$ cat src/rtl/wdb_entry_alloc.sv
// Per-channel write-data-buffer entry allocator.
// Free bitmap per channel, lowest-free offer, registered free count, sticky release error.
module wdb_entry_alloc #(
    parameter int CH_NUM    = 4,
    parameter int ENTRY_NUM = 16,
    parameter int IDX_WIDTH = $clog2(ENTRY_NUM)
) (
    input  logic                                clk,
    input  logic                                rst,
    output logic [CH_NUM-1:0]                   alloc_vld,
    output logic [CH_NUM-1:0][IDX_WIDTH-1:0]    alloc_idx,
    input  logic [CH_NUM-1:0]                   alloc_rdy,
    input  logic [CH_NUM-1:0]                   rel_vld,
    input  logic [CH_NUM-1:0][IDX_WIDTH-1:0]    rel_idx,
    output logic [CH_NUM-1:0][IDX_WIDTH:0]      free_cnt,
    output logic [CH_NUM-1:0]                   rel_err
);

    localparam int CW = IDX_WIDTH + 1;

    logic [CH_NUM-1:0][ENTRY_NUM-1:0] bitmap_q, bitmap_d;
    logic [CH_NUM-1:0][CW-1:0]        cnt_q, cnt_d;
    logic [CH_NUM-1:0]                err_q, err_d;
    logic [CH_NUM-1:0]                alloc_fire;
    logic [CH_NUM-1:0]                rel_in_range;
    logic [CH_NUM-1:0]                rel_ok;
    logic [CH_NUM-1:0]                rel_bad;

    // Downward scan so the last hit is the lowest free entry.
    always_comb begin
        alloc_idx = '0;
        alloc_vld = '0;
        for (int c = 0; c < CH_NUM; c++) begin
            alloc_vld[c] = |bitmap_q[c];
            for (int i = ENTRY_NUM - 1; i >= 0; i--) begin
                if (bitmap_q[c][i]) begin
                    alloc_idx[c] = IDX_WIDTH'(i);
                end
            end
        end
    end

    // A release of a still-free entry (including the one being allocated now) is illegal.
    always_comb begin
        alloc_fire   = alloc_vld & alloc_rdy;
        rel_in_range = '0;
        rel_ok       = '0;
        rel_bad      = '0;
        for (int c = 0; c < CH_NUM; c++) begin
            rel_in_range[c] = {1'b0, rel_idx[c]} < CW'(ENTRY_NUM);
            if (rel_vld[c]) begin
                if (rel_in_range[c] && !bitmap_q[c][rel_idx[c]]) begin
                    rel_ok[c] = 1'b1;
                end else begin
                    rel_bad[c] = 1'b1;
                end
            end
        end
    end

    always_comb begin
        bitmap_d = bitmap_q;
        cnt_d    = cnt_q;
        err_d    = err_q | rel_bad;
        for (int c = 0; c < CH_NUM; c++) begin
            if (alloc_fire[c]) begin
                bitmap_d[c][alloc_idx[c]] = 1'b0;
            end
            if (rel_ok[c]) begin
                bitmap_d[c][rel_idx[c]] = 1'b1;
            end
            cnt_d[c] = cnt_q[c] - CW'(alloc_fire[c]) + CW'(rel_ok[c]);
        end
    end

    always_ff @(posedge clk) begin
        if (rst) begin
            bitmap_q <= '1;
            err_q    <= '0;
            for (int c = 0; c < CH_NUM; c++) begin
                cnt_q[c] <= CW'(ENTRY_NUM);
            end
        end else begin
            bitmap_q <= bitmap_d;
            cnt_q    <= cnt_d;
            err_q    <= err_d;
        end
    end

    assign free_cnt = cnt_q;
    assign rel_err  = err_q;

endmodule

$ cat config.mk
export PLATFORM = sky130hd
export DESIGN_NAME = wdb_entry_alloc
export DESIGN_NICKNAME = d
export VERILOG_FILES = /design/src/rtl/wdb_entry_alloc.sv
export SDC_FILE = /design/constraint.sdc
export NUM_CORES = 1
export LEC_CHECK = 0
export ABC_CLOCK_PERIOD_IN_PS = 4100
export CORE_MARGIN = 4
export CORE_UTILIZATION = 45
export CTS_BUF_LIST = sky130_fd_sc_hd__clkbuf_4 sky130_fd_sc_hd__clkbuf_8
export DETAILED_ROUTE_END_ITERATION = 16
export PLACE_DENSITY = 0.69
export SYNTH_ARGS = -nofsm -noshare
export SYNTH_HDL_FRONTEND = slang
export SYNTH_SLANG_ARGS = --single-unit
$ cat constraint.sdc
create_clock -name clk -period 4.1 [get_ports clk]
set_clock_uncertainty 0.2 [all_clocks]
set_input_delay 0.41 -clock clk [delete_from_list [all_inputs] [get_ports clk]]
set_output_delay 0.41 -clock clk [all_outputs]
set_load 0.05 [all_outputs]
==> metrics.txt <==
Syn Nets=679; Finished Core Util=0.545; Die Ht=119 um; most frequent cells in the layout=dfxtp_1, nor2_1, clkdlybuf4s50_1; critical path type=in2reg; worst slew pin tran=810 ps; first-pass GRT wire length=24300 um; HPWL after detailed placement=10900 um; Core Rows=40; drt wl/cell=17.1 um; synthesized instance count=629; Routed WL=14600 um; fin crit period=3720 ps; commonest non-fill, non-tap cell in the layout=dfxtp_1; Final Hold Fails=0; IO Count=70; post-synth top area share=0.319; WP data required=4150 ps; Die X=119 um; Final Power=2.48 mW; post-cts resize count=0; VDD IR max=0.168 mV; initial antenna violation count=0; Layout area overhead=18.6%; TritonCTS clock tree=built; TritonRoute pass-1 iters=5; worst-path cell chain=clkdlybuf4s50_1, mux4_1, mux4_2, nand2b_1, ha_1, inv_1, ha_1, inv_1, fa_1, inv_1, a21o_1, a21oi_1, xnor2_1, nand2_1; Critical Path Max Stage Delay=660 ps; worst hold-check path type=reg2reg; status=complete, no violations; Slowest-stage cell, CP=clkdlybuf4s50_1; clk sinks=88; htree depth=3; syn_area_per_cell=8.77 um2; CP startpoint kind=input pin; Critical Path Sink Type=flip-flop; Synth Warn #=0; RSZ-0062 raised after global routing=no; fraction of layout cells with a size suffix above 1=0.101; crit path max fanout=5; top post-synthesis cells by area=dfxtp_1, a221o_1, mux4_2, nor2_1, ha_1; largest net degree at the start of global routing=42; # setup viols final=0; post-route ant nets=0; CTS Buf Count=9; DR iter-0 viols=475; clk_lat worst skew=370 ps; dominant synthesized flop cell=dfxtp_1; Overflow after GRT=0; pwr/cell area=379 mW/mm2; Worst-path clk slew=90 ps; DRC errors left=0; LEAKAGE=2.37 nW; # nets final=750; postcts setup bufs=0; Port Buf Inserts=69; area of the core=0.0120 mm2; Unique masters post-synth=74; FMAX=269 MHz; Slew Limit Headroom=0.455; final worst path period share=0.907; Max Cap Violations=0; CTS Hold Bufs=0; Worst Slack Setup Final=381 ps; vias in the first global route=4956; clock buffer depth=2; Via-to-Cell Ratio=6.15; Die ar.=0.0141 mm2; post-synthesis sequential area ratio=0.319; async set or reset register ratio after synthesis=0; ANT cells=0; Initial Utilization=0.459; Setup WS pre-CTS=-3.96 ps; Pins Over Slew Limit=0; GPL Wtd Cong=0.957; Total Routing Usage GR=0.208; Synth Cell Area=0.00552 mm2; critical path data arrival time=3770 ps; Post-synth EDFFs=0; Root Driver=clkbuf_8; Most common cell on crit path=inv_1; area leader, netlist=dfxtp_1; vias=5242; Yosys reg bits=88
## stage by stage
stage	setup TNS (ps)	cell area [um2]	instances	hold WS, ps
2_1_floorplan	0	5520	629	267
3_3_place_gp	0	6360	836	257
3_5_place_dp	-3.96	6360	836	255
4_1_cts	0	6540	852	282
5_1_grt	0	6540	852	309
6_report	0	6540	852	277
## synthesized netlist by cell type (14+ instances only)
cell type / n
nor2_1: 76
nand2_1: 51
dfxtp_1: 88
o21ai_0: 27
nor2b_1: 14
inv_1: 50
a221o_1: 37
a21o_1: 16
nand3_1: 20
mux4_2: 16
a21oi_1: 28
ha_1: 20
## metal layers
| layer | wire length [um] | track usage | vias up | share of wire |
|---|---|---|---|---|
| li1 | - | - | 2484 | - |
| met4 | 385 | 0.0869 | 0 | 0.026 |
| met1 | 6480 | 0.291 | 2457 | 0.45 |
| met3 | 1120 | 0.0340 | 36 | 0.077 |
| met5 | 0 | 0 | - | 0 |
| met2 | 6570 | 0.320 | 265 | 0.45 |
## worst paths after layout
| path | slack [ps] | endpoint | start | depth (start not counted) |
|---|---|---|---|---|
| max | 380 | free_cnt[19] | rel_idx[13] | 14 |
| min | 280 | rel_err[2] | rel_err[2] | 1 |
| max reg2reg | 760 | free_cnt[19] | bitmap_q[56] | 14 |
| min reg2reg | 280 | rel_err[2] | rel_err[2] | 1 |
## layout make-up
cell class	instances	area, um2
Tap cell	147	184
Clock buffer	13	160
Inverter	51	191
Sequential cell	88	1760
Fill cell	1128	5470
Multi-Input combinational cell	472	3470
Timing Repair Buffer	78	753
Clock inverter	3	17.5
## cell families after synthesis
logic type                 synth area share
adders and majority gates            0.0599
buffers and inverters                0.0510
DFF                                   0.319
AOI/OAI and AO/OA                     0.234
muxes                                0.0807
and+or+nand+nor                       0.229
xor gates and xnor gates             0.0254
## sequential cells by signal (all words and copies together), names as in the netlist
signal / flops
free_cnt: 20
bitmap_q: 64
rel_err: 4
## critical path: cells and delay by family
kind | cells | cell delay [ps]
AOI/OAI and AO/OA | 2 | 170
xor gates and xnor gates | 1 | 150
adders and majority gates | 3 | 820
buffers and inverters | 4 | 840
muxes | 2 | 1140
and+or+nand+nor | 2 | 220
## where the power goes
group,leakage (nW),internal [mW],switching [mW]
logic,1.56,0.367,0.545
clock network,0.0937,0.256,0.308
registers,0.721,0.931,0.0731
total,2.37,1.55,0.926
(Power assumes the default switching activity.)
